File: src/rtl/pos_lut_sweeper_pkg.sv
// Shared types and constants for the serial-loaded truth-table evaluator.
package pos_lut_pkg;

    localparam int N_MAX = 6;

    typedef enum logic [1:0] {
        IDLE  = 2'd0,
        LOAD  = 2'd1,
        SWEEP = 2'd2,
        DONE  = 2'd3
    } state_e;

    // Table width for an n-input function.
    function automatic int t_from_n(input int n);
        return 1 << n;
    endfunction

endpackage

File: src/rtl/pos_lut_sweeper_if.sv
// Load port, sweep control, lookup path and sweep stream of pos_lut_sweeper.
interface pos_lut_sweeper_if #(
    parameter int N = 4
);
    logic         cfg_valid;
    logic         cfg_bit;
    logic         cfg_ready;
    logic         start;
    logic         busy;
    logic [N-1:0] eval_in;
    logic         eval_s;
    logic         out_valid;
    logic [N-1:0] out_idx;
    logic         out_s;
    logic         done;
    logic [N:0]   ones_count;

    modport master (
        output cfg_valid, cfg_bit, start, eval_in,
        input  cfg_ready, busy, eval_s, out_valid, out_idx, out_s, done, ones_count
    );

    modport slave (
        input  cfg_valid, cfg_bit, start, eval_in,
        output cfg_ready, busy, eval_s, out_valid, out_idx, out_s, done, ones_count
    );
endinterface

File: src/rtl/pos_lut_sweeper_lut_mux.sv
// Combinational T-to-1 table read; the parent registers the result.
module lut_mux
    import pos_lut_pkg::*;
#(
    parameter int N = 4
) (
    input  logic [t_from_n(N)-1:0] lut,
    input  logic [N-1:0]           idx,
    output logic                   s
);
    assign s = lut[idx];
endmodule

File: src/rtl/pos_lut_sweeper.sv
// N-input truth-table evaluator: serial table load, registered lookup and
// self-timed exhaustive sweep that reports the number of ones.
module pos_lut_sweeper
    import pos_lut_pkg::*;
#(
    parameter int N = 4
) (
    input  logic              clk,
    input  logic              reset,
    pos_lut_sweeper_if.slave  bus
);
    localparam int           T        = t_from_n(N);
    localparam logic [N-1:0] LAST_IDX = N'(T - 1);

    localparam logic [1:0] S_IDLE  = IDLE;
    localparam logic [1:0] S_LOAD  = LOAD;
    localparam logic [1:0] S_SWEEP = SWEEP;
    localparam logic [1:0] S_DONE  = DONE;

    logic [1:0]   state;
    logic [T-1:0] lut_q;
    logic [T-1:0] shadow_q;
    logic [T-1:0] shadow_wr;
    logic [N-1:0] load_idx;
    logic [N-1:0] sweep_idx;
    logic [N:0]   acc;
    logic         eval_mux_s;
    logic         sweep_mux_s;

    lut_mux #(.N(N)) u_eval_mux  (.lut(lut_q), .idx(bus.eval_in), .s(eval_mux_s));
    lut_mux #(.N(N)) u_sweep_mux (.lut(lut_q), .idx(sweep_idx),   .s(sweep_mux_s));

    // Shadow with the offered bit merged in; also the value committed on the last handshake.
    always_comb begin
        shadow_wr           = shadow_q;
        shadow_wr[load_idx] = bus.cfg_bit;
    end

    assign bus.cfg_ready = (state == S_IDLE) || (state == S_LOAD);
    assign bus.busy      = (state != S_IDLE);

    // NOTE: table and shadow are plain flops, so they are cleared by reset with everything else.
    always_ff @(posedge clk or posedge reset) begin
        if (reset) begin
            state          <= S_IDLE;
            lut_q          <= '0;
            shadow_q       <= '0;
            load_idx       <= '0;
            sweep_idx      <= '0;
            acc            <= '0;
            bus.eval_s     <= 1'b0;
            bus.out_valid  <= 1'b0;
            bus.out_idx    <= '0;
            bus.out_s      <= 1'b0;
            bus.done       <= 1'b0;
            bus.ones_count <= '0;
        end else begin
            bus.eval_s    <= eval_mux_s;
            bus.out_valid <= 1'b0;
            bus.done      <= 1'b0;
            case (state)
                S_IDLE: begin
                    // A load request takes priority; a simultaneous start is dropped.
                    if (bus.cfg_valid) begin
                        shadow_q <= shadow_wr;
                        load_idx <= load_idx + N'(1);
                        state    <= S_LOAD;
                    end else if (bus.start) begin
                        sweep_idx <= '0;
                        acc       <= '0;
                        state     <= S_SWEEP;
                    end
                end
                S_LOAD: begin
                    if (bus.cfg_valid) begin
                        shadow_q <= shadow_wr;
                        load_idx <= load_idx + N'(1);
                        if (load_idx == LAST_IDX) begin
                            lut_q    <= shadow_wr;
                            load_idx <= '0;
                            state    <= S_IDLE;
                        end
                    end
                end
                S_SWEEP: begin
                    bus.out_valid <= 1'b1;
                    bus.out_idx   <= sweep_idx;
                    bus.out_s     <= sweep_mux_s;
                    acc           <= acc + (N+1)'(sweep_mux_s);
                    sweep_idx     <= sweep_idx + N'(1);
                    if (sweep_idx == LAST_IDX) begin
                        state <= S_DONE;
                    end
                end
                S_DONE: begin
                    bus.done       <= 1'b1;
                    bus.ones_count <= acc;
                    state          <= S_IDLE;
                end
                default: state <= S_IDLE;
            endcase
        end
    end
endmodule

File: src/flat_wrapper.sv
// flat-port wrapper written by rule: the top's interface ports become plain ports
module pos_lut_sweeper_flat import pos_lut_pkg::*;
#(
    parameter int N = 4
)
  (clk, reset, bus_cfg_valid, bus_cfg_bit, bus_start, bus_eval_in, bus_cfg_ready, bus_busy, bus_eval_s, bus_out_valid, bus_out_idx, bus_out_s, bus_done, bus_ones_count);
  pos_lut_sweeper_if #(.N(N)) bus_i ();
  input  logic clk;
  input  logic reset;
  input wire logic [$bits(bus_i.cfg_valid)-1:0] bus_cfg_valid;
  input wire logic [$bits(bus_i.cfg_bit)-1:0] bus_cfg_bit;
  input wire logic [$bits(bus_i.start)-1:0] bus_start;
  input wire logic [$bits(bus_i.eval_in)-1:0] bus_eval_in;
  output wire logic [$bits(bus_i.cfg_ready)-1:0] bus_cfg_ready;
  output wire logic [$bits(bus_i.busy)-1:0] bus_busy;
  output wire logic [$bits(bus_i.eval_s)-1:0] bus_eval_s;
  output wire logic [$bits(bus_i.out_valid)-1:0] bus_out_valid;
  output wire logic [$bits(bus_i.out_idx)-1:0] bus_out_idx;
  output wire logic [$bits(bus_i.out_s)-1:0] bus_out_s;
  output wire logic [$bits(bus_i.done)-1:0] bus_done;
  output wire logic [$bits(bus_i.ones_count)-1:0] bus_ones_count;
  assign bus_i.cfg_valid = bus_cfg_valid;
  assign bus_i.cfg_bit = bus_cfg_bit;
  assign bus_i.start = bus_start;
  assign bus_i.eval_in = bus_eval_in;
  assign bus_cfg_ready = bus_i.cfg_ready;
  assign bus_busy = bus_i.busy;
  assign bus_eval_s = bus_i.eval_s;
  assign bus_out_valid = bus_i.out_valid;
  assign bus_out_idx = bus_i.out_idx;
  assign bus_out_s = bus_i.out_s;
  assign bus_done = bus_i.done;
  assign bus_ones_count = bus_i.ones_count;
  pos_lut_sweeper #(.N(N)) u_core (.clk(clk), .reset(reset), .bus(bus_i));
endmodule
File: config.mk
export PLATFORM = sky130hd
export DESIGN_NAME = pos_lut_sweeper_flat
export DESIGN_NICKNAME = d
export VERILOG_FILES = /design/src/rtl/pos_lut_sweeper_pkg.sv /design/src/rtl/pos_lut_sweeper_if.sv /design/src/rtl/pos_lut_sweeper_lut_mux.sv /design/src/rtl/pos_lut_sweeper.sv /design/src/flat_wrapper.sv
export SDC_FILE = /design/constraint.sdc
export NUM_CORES = 1
export LEC_CHECK = 0
export CAP_MARGIN = 15
export CORE_ASPECT_RATIO = 1.2
export CORE_MARGIN = 3
export CORE_UTILIZATION = 30
export CTS_BUF_LIST = sky130_fd_sc_hd__clkbuf_16
export DETAILED_ROUTE_END_ITERATION = 8
export GPL_TIMING_DRIVEN = 0
export HOLD_SLACK_MARGIN = 0.02
export SYNTH_ARGS = -nofsm -noshare
export SYNTH_HDL_FRONTEND = slang
export SYNTH_HIERARCHICAL = 1
export SYNTH_SLANG_ARGS = --single-unit
File: constraint.sdc
create_clock -name clk -period 2.4 [get_ports clk]
set_input_delay 0.36 -clock clk [delete_from_list [all_inputs] [get_ports clk]]
set_output_delay 0.36 -clock clk [all_outputs]
set_load 0.005 [all_outputs]
# == After elaboration in Yosys (flattened, before gate mapping) ==
# Index checks and enable logic that the tools add are counted.
# totals
register_bits,60
latchBits,0
ramBits,0
rom_bits,0
inputBits,9
out_inout_bits,15
word_cells,68
mem_count,0
# classes
addsub,3
n_mul,0
n_div,0
magnitude_cmp,4
eq_ne,12
shifts,0
mux,25
n_bitwise,0
reduce_logical,12
# op_table
op,n
2-to-1 mux 4 bit,5
bitwise mux 16 bit,1
case mux 4 bit (2 select lines),2
"< comparator 4 x 5 -> 1 bit, second input constant",3
2-to-1 mux 2 bit,5
2-to-1 mux 5 bit,2
"!= test 2 bit, second input constant",5
case mux 5 bit (2 select lines),1
AND reduction 3 bit,3
"adder 4 x 1 -> 4 bit, second input constant",2
binary-select mux 1 bit (select 4 bit),2
"== test 4 bit, second input constant",2
case mux 2 bit (4 select lines),1
nonzero test 2 bit,3
adder 5 x 1 -> 5 bit,1
2-to-1 mux 1 bit,5
demux 1 bit (select 4 bit),1
"== test 2 bit, second input constant",2
">= comparator 4 x 1 -> 1 bit, second input constant",1
AND reduction 4 bit,1
"!= test 3 bit, second input constant",1
"== test 2 x 1 -> 1 bit, second input constant",1
zero test 2 bit,1
"!= test 2 x 1 -> 1 bit, second input constant",1
other kinds (4),4

# == Depth between registers and ports, before layout ==
# Gate-level depths: netlist of the first run.
# depth
ltp_word,5
ltp_mapped,8
ltp_nobuf,8

# == Modules after synthesis ==
# Netlist of the first run, hierarchy kept.
# modules_own_cells
mod,instances,cells_each,area_each_um2
pos_lut_sweeper,1,235,2849.0
lut_mux,2,7,135.1

# == Worst setup path after synthesis of the first run ==
# Ideal clock, no wire load.
# synth_timing
kind,flip-flop to flip-flop
start,reg u_core.sweep_idx[0]
end,reg u_core.acc[2]
setup_ps,128
arrival_time_ps,1922
required_ps,2272
path_slack_ps,349
path_stages_with_launch,9
path_buffers,0
cell_sequence,dfrtp_1 mux4_1 mux2i_1 mux2i_1 ha_1 ha_1 nand3b_1 xor2_1 nor2_1
# synth_between
elab_chain_len,4
# synth_rtl
item,line,text
"start, declared",pos_lut_sweeper.sv:25,logic [N-1:0] sweep_idx;
"start signal, assigned",pos_lut_sweeper.sv:90,sweep_idx <= sweep_idx + N'(1);
binary-select mux 1 bit (select 4 bit),pos_lut_sweeper_lut_mux.sv:11,assign s = lut[idx];
2-to-1 mux 1 bit (implied by the code),pos_lut_sweeper_lut_mux.sv:11,
net u_core.sweep_mux_s,pos_lut_sweeper.sv:28,logic sweep_mux_s;
adder 5 x 1 -> 5 bit,pos_lut_sweeper.sv:89,acc <= acc + (N+1)'(sweep_mux_s);
case mux 5 bit (2 select lines),pos_lut_sweeper.sv:61,case (state)
"end signal, assigned",pos_lut_sweeper.sv:89,
"end, declared",pos_lut_sweeper.sv:26,logic [N:0] acc;
# The timed path passes the listed nets, and every way through them passes these cells. The select of a mux whose other input is x is not followed.
# A chain may end at the register's enable or synchronous reset.

# == Worst setup path after layout of the first run ==
# Same ends and word-level chain as after synthesis.

==> results of run 1 <==
-- kinds of logic (layout without fill, tap and decap cells) --
group                    Yosys count  count (layout)  synth area share (%)
AND/OR/NAND/NOR                   80              80                  13.8
multiplexers                      65              65                  28.2
flip-flops                        59              59                  47.3
buffers and inverters             19              59                  3.89
AO/OA/AOI/OAI                     16              16                  3.13
adder cells (fa/ha/maj)            7               7                  2.81
XOR/XNOR                           3               3                 0.843
-- state kept, by name (all words and copies together) (netlist names) --
register               flops
u_core/load_idx            4
u_core/bus.out_valid       1
u_core/acc                 5
u_core/sweep_idx           4
u_core/bus.out_s           1
u_core/lut_q              16
u_core/bus.out_idx         4
u_core/bus.eval_s          1
u_core/state               2
u_core/bus.done            1
u_core/shadow_q           15
u_core/bus.ones_count      5
-- routing by layer --
metal  GRT usage (%)  up-vias
met5               0        -
met4            5.72        0
met3            3.26       10
met2            19.4       34
met1            14.4     1006
li1                -      966
-- worst reg2reg max path: stages, from the launching register on --
cell	delay, ps
dfrtp_2	470
mux4_1	610
mux2i_1	150
mux2i_1	120
ha_1	230
ha_1	220
nand3b_1	100
xor2_1	150
nor2_1	50
-- timing repair --
action	4_1_cts	5_1_grt
setup buffers	0	2
gates resized for setup	1	1
setup endpoints to repair	1	1
-- per-stage QoR --
stage,setup slack [ps],setup TNS (ps),instances,utilization (%),total power (W)
6_report,186,0,415,37.6,0.00446
5_1_grt,33.2,0,415,37.6,0.00475
4_1_cts,114,0,413,37.5,0.00447
3_5_place_dp,24.4,0,398,35.0,0.00335
3_3_place_gp,-508,-29730,397,34.8,0.00329
2_1_floorplan,349,0,249,-,0.00281
-- cell usage in the layout, fill, tap and decap left out, types with 3 or more instances in the layout --
cell type / count
nor2_1: 16
nand2b_1: 5
o21ai_0: 6
buf_2: 3
clkdlybuf4s50_1: 22
or3_1: 4
a22o_1: 3
dfrtp_1: 58
inv_1: 7
mux2_4: 9
clkinv_1: 3
nor3_1: 4
ha_1: 7
buf_6: 4
nor3b_1: 4
mux2i_1: 6
nand3b_1: 15
clkbuf_1: 3
nand2_1: 22
clkbuf_16: 9
mux2_2: 42
mux4_1: 7
a21oi_1: 5
nand3_1: 5
-- power groups by stage --
| stage | clock, W | sequential, W | combinational (W) |
|---|---|---|---|
| after global routing | 0.00117 | 0.00186 | 0.00173 |
| after global placement | 0 | 0.00177 | 0.00152 |
| after detailed placement | 0 | 0.00179 | 0.00155 |
| final | 0.00109 | 0.00178 | 0.00159 |
| after floorplan | 0 | 0.00169 | 0.00112 |
| after CTS | 0.00112 | 0.00179 | 0.00157 |
-- area by class of cell --
type,instances,area [sq um]
Clock buffer,9,225
Buffer,11,91.3
Clock inverter,6,25.0
Timing Repair Buffer,25,255
Tap cell,126,158
Multi-Input combinational cell,171,1520
Fill cell,979,6280
Sequential cell,59,1480
Inverter,8,30.0
-- final timing paths --
path / endpoint
setup / recovery: u_core/acc[2]
hold / removal: u_core/bus.ones_count[2]
setup reg to reg: u_core/acc[2]
hold reg to reg: u_core/bus.out_s
max in group asynchronous: u_core/sweep_idx[0]
min in group clk: u_core/state[0]
==> impl_metrics.py, run 1 <==
metrics = {
    "synth": {
        "synth_area_sq_um": 3120,
        "synth_area_leaders": "dfrtp_1 (47%), mux2_2 (15%), mux4_1 (6.7%)",
        "ys_ff_latch": 59,
        "yosysWarningCount": 6,
        "synth_top_cell_by_area": "dfrtp_1",
        "synthCells": 249,
        "synth_commonest_cells": "dfrtp_1 (59), mux2_2 (42), nand2_1 (22)",
        "synth_area_per_cell_sq_um": 12.5,
        "async_flop_share_pct": 100,
        "yosysUniqueCellTypes": 32,
        "synth_edf_count": 0,
        "ys_seq_area_share_pct": 47.3,
        "synth.most_common_cell": "dfrtp_1",
        "synth.top_cell.area_share_pct": 47.3,
        "syn_nets": 265,
        "yosys_most_used_dff": "dfrtp_1",
    },
    "timing": {
        "setup_viol": 0,
        "hold_viol": 0,
        "fin_crit_sh_pct": 92.2,
        "fin_skew_ps": 6.38,
        "hold_slack_ps": 347,
        "max_freq_mhz": 452,
        "drv_slew": 0,
        "fin_crit_ps": 2210,
        "relSlewSlack_pct": 73.0,
        "worstMarginPinSlew_ps": 405,
        "rsz0062_at_grt": "false",
    },
    "detailed_routing": {
        "post_drt_via_cell_ratio": 4.86,
        "wl_met3_um": 197,
        "drtAntennaViolNets": 0,
        "route.vias.total": 2016,
        "wl_met1_mm": 2.87,
        "highest_layer": "met4",
        "drt_first_pass_iters": 4,
        "totalWireLength_mm": 6.42,
        "drc": 0,
        "wl_per_cell_um": 15.5,
        "initialDrtViolationCount": 121,
        "met2_length_mm": 3.22,
    },
    "clock_tree": {
        "clk_pin_slew_worst_paths_ps": 50,
        "hold_buffers": 0,
        "root_buffer": "clkbuf_16",
        "cts.sinks": 59,
        "clk_path_buf_depth": 2,
        "cts_buffers": 9,
        "cts.htree.levels": 3,
        "tritoncts": "built",
        "clk_latency_ps": 320,
    },
    "power_and_ir_drop": {
        "powerDensity_nw_per_um2": 1180,
        "p_leak_nw": 1.67,
        "seq_power_share_pct": 39.9,
        "peakVddDrop_v": 0.000319,
        "clkPwrFrac_pct": 24.4,
        "internal_power_w": 0.00307,
        "netSwitchingPower_w": 0.00138,
        "p_comb_share_pct": 35.7,
        "swShare_pct": 31.0,
    },
    "job": {
        "maxCapViolCount": 0,
    },
    "worst_setup_path": {
        "cp.required_ps": 2590,
        "cp_slowest_cell": "mux4_1",
        "cp-startpoint": "u_core/sweep_idx[0]",
        "critPathMaxFanout": 7,
        "max_stage_delay_ps": 600,
        "worstRegToRegCells": 8,
        "cp.depth": 8,
        "arrival_ps": 2400,
        "worst-path-buf-inv": 0,
        "r2r_start": "u_core/sweep_idx[0]",
        "cp_top_family": "multiplexers",
        "cp_cell_sequence": "mux4_1, mux2i_1, mux2i_1, ha_1, ha_1, nand3b_1, xor2_1, nor2_1",
        "r2r_setup_slack_ps": 190,
        "end_kind": "register",
        "start_kind": "register",
        "worstSetupPathType": "register to register",
    },
    "layout": {
        "stdcell_area_sq_um": 3780,
        "drive_above_1_share_pct": 27.7,
        "layout.nets": 301,
        "num_antenna_cells": 0,
        "area_growth_pct": 21.2,
    },
    "floorplan": {
        "ioPinCount": 24,
        "start_util_pct": 31.0,
        "rows": 40,
        "coreArea_sq_um": 10100,
        "die_area_sq_um": 11700,
        "fp.dieW_um": 99.1,
        "die_y_um": 118,
    },
    "placement": {
        "dp_hpwl_mm": 4.59,
        "routabilityCongestion": 0.771,
        "place_area_sq_um": 3520,
        "portBuffers": 22,
    },
    "global_route": {
        "grt-ovfl-total": 0,
        "gr-usage-all-layers_pct": 11.9,
        "grt_max_degree": 44,
        "grt_pass1_wl_mm": 10.9,
        "antenna_found_initial": 0,
        "grt_pass1_vias": 2137,
    },
    "worst_hold_path": {
        "hold_class": "input pin to asynchronous set/reset pin",
    },
    "run_status": {
        "status": "complete, no violations",
    },
}
No activity file was read; power rests on OpenSTA's default activity.
==> run 2: changes to the inputs <==
--- a/config.mk
+++ b/config.mk
@@ -13,6 +13,8 @@
 export DETAILED_ROUTE_END_ITERATION = 8
 export GPL_TIMING_DRIVEN = 0
 export HOLD_SLACK_MARGIN = 0.02
+export PLACE_DENSITY_LB_ADDON = 0.05
+export SETUP_SLACK_MARGIN = 0.02
 export SYNTH_ARGS = -nofsm -noshare
 export SYNTH_HDL_FRONTEND = slang
 export SYNTH_HIERARCHICAL = 1
==> impl_metrics.py, run 2 (synthesis results as in run 1) <==
metrics = {
    "run_status": {
        "status": "complete, no violations",
    },
    "worst_setup_path": {
        "worst-path-buf-inv": 0,
        "worstSetupPathType": "register to register",
        "end_kind": "register",
        "cp_slowest_cell": "mux4_1",
        "critPathMaxFanout": 8,
        "arrival_ps": 2420,
        "max_stage_delay_ps": 610,
        "cp.required_ps": 2600,
        "cp_cell_sequence": "mux4_1, mux2i_1, mux2i_1, ha_1, ha_1, nand3b_1, xor2_1, nor2_1",
        "start_kind": "register",
        "cp_top_family": "multiplexers",
    },
    "detailed_routing": {
        "route.vias.total": 1997,
        "totalWireLength_mm": 7.14,
        "initialDrtViolationCount": 51,
        "post_drt_via_cell_ratio": 4.80,
        "drc": 0,
        "drt_first_pass_iters": 4,
        "drtAntennaViolNets": 0,
        "wl_per_cell_um": 17.2,
    },
    "job": {
        "maxCapViolCount": 0,
    },
    "clock_tree": {
        "cts.htree.levels": 3,
        "cts_buffers": 9,
        "tritoncts": "built",
        "hold_buffers": 0,
        "clk_latency_ps": 330,
        "cts.sinks": 59,
        "root_buffer": "clkbuf_16",
        "clk_pin_slew_worst_paths_ps": 50,
        "clk_path_buf_depth": 2,
    },
    "timing": {
        "hold_slack_ps": 361,
        "fin_crit_sh_pct": 92.7,
        "rsz0062_at_grt": "false",
        "drv_slew": 0,
        "max_freq_mhz": 449,
        "fin_crit_ps": 2230,
        "fin_skew_ps": 6.45,
        "relSlewSlack_pct": 43.4,
        "hold_viol": 0,
        "setup_viol": 0,
        "worstMarginPinSlew_ps": 848,
    },
    "global_route": {
        "grt_max_degree": 38,
        "grt-ovfl-total": 0,
        "gr-usage-all-layers_pct": 13.6,
        "grt_pass1_vias": 2077,
        "antenna_found_initial": 0,
        "grt_pass1_wl_mm": 12.0,
    },
    "placement": {
        "dp_hpwl_mm": 5.10,
        "place_area_sq_um": 3520,
        "routabilityCongestion": 0.735,
        "portBuffers": 22,
    },
    "layout": {
        "drive_above_1_share_pct": 27.2,
        "area_growth_pct": 21.4,
        "largest_reg_flops": 16,
        "layout.filler_cells": 987,
        "final_common_cell": "dfrtp_1",
        "final_cell_mix": "dfrtp_1 (58), mux2_2 (42), clkdlybuf4s50_1 (22), nand2_1 (22), nor2_1 (16)",
        "stdcell_area_sq_um": 3790,
        "multi_input_area_sq_um": 1520,
        "layout.nets": 301,
        "final-seq-area_sq_um": 1480,
        "num_antenna_cells": 0,
        "top_register": "u_core/lut_q",
        "top_regs": "u_core/lut_q: 16 flops, u_core/shadow_q: 15 flops",
    },
    "floorplan": {
        "die_area_sq_um": 11700,
        "coreArea_sq_um": 10100,
        "die_y_um": 118,
        "fp.dieW_um": 99.1,
        "rows": 40,
        "ioPinCount": 24,
        "start_util_pct": 31.0,
    },
    "worst_hold_path": {
        "hold_class": "input pin to register",
    },
    "power_and_ir_drop": {
        "powerDensity_nw_per_um2": 1180,
        "p_leak_nw": 1.69,
        "peakVddDrop_v": 0.000357,
    },
}
run 2: cell type report:
cell class / count / share of cell area, %
multi-input combinational: 171 / 40.2
sequential: 59 / 39.0
timing repair buffer: 25 / 6.74
clock buffer: 9 / 5.95
tap: 126 / 4.16
buffer: 11 / 2.41
inverter: 8 / 0.793
clock inverter: 7 / 0.760
run 2: worst paths after layout:
check | startpoint | cells after the start | slack, ps | end
hold / removal | bus_cfg_valid | 2 | 360 | u_core/state[0]
max in group asynchronous | reset | 3 | 1250 | u_core/sweep_idx[0]
hold reg to reg | u_core/bus.out_idx[2] | 2 | 470 | u_core/bus.out_idx[2]
setup reg to reg | u_core/sweep_idx[0] | 8 | 170 | u_core/acc[2]
min in group asynchronous | reset | 2 | 520 | u_core/load_idx[1]
setup / recovery | u_core/sweep_idx[0] | 8 | 170 | u_core/acc[2]
run 2: through the flow:
step / setup WS (ps) / utilization, % / TNS, ps / power, W / instances
floorplan: 349 / - / 0 / 0.00281 / 249
global placement: -735 / 34.8 / -43180 / 0.00337 / 397
detailed placement: 6.47 / 35.0 / 0 / 0.00338 / 398
CTS: 113 / 37.5 / 0 / 0.00454 / 414
global route: 21.9 / 37.6 / 0 / 0.00482 / 416
finish: 174 / 37.6 / 0 / 0.00449 / 416
run 2: report_power, final:
group,leakage (nW),total (W),internal (W),switching [W]
combinational,0.798,0.00159,0.000973,0.000618
clock,0.138,0.00111,0.000674,0.000438
sequential,0.752,0.00178,0.00142,0.000360
run 2: per-layer routing:
metal / vias up / global-route usage [%] / routed length [um]
met5: - / 0 / 0
met4: 0 / 7.86 / 221
met3: 15 / 2.13 / 136
met2: 33 / 20.3 / 3400
met1: 978 / 18.5 / 3380
li1: 971 / - / -
run 2: worst reg2reg max path: cells and delay by family, from the launching register on:
family	cells	cell delay, ps
DFF	1	470
xor gates and xnor gates	1	150
muxes	3	890
and+or+nand+nor	2	150
adders and majority gates	2	440
run 2: repair_timing:
action	in CTS	in global routing
gates resized for setup	1	0
setup buffers	0	2
setup endpoints to repair	1	1
==> run 3: changes to the inputs <==
--- a/config.mk
+++ b/config.mk
@@ -5,11 +5,13 @@
 export SDC_FILE = /design/constraint.sdc
 export NUM_CORES = 1
 export LEC_CHECK = 0
+export ABC_AREA = 0
 export CAP_MARGIN = 15
 export CORE_ASPECT_RATIO = 1.2
 export CORE_MARGIN = 3
 export CORE_UTILIZATION = 30
 export CTS_BUF_LIST = sky130_fd_sc_hd__clkbuf_16
+export CTS_CLUSTER_SIZE = 10
 export DETAILED_ROUTE_END_ITERATION = 8
 export GPL_TIMING_DRIVEN = 0
 export HOLD_SLACK_MARGIN = 0.02
==> results of run 3 <==
The final DEF is identical to that of run 2; final timing and power are the same.
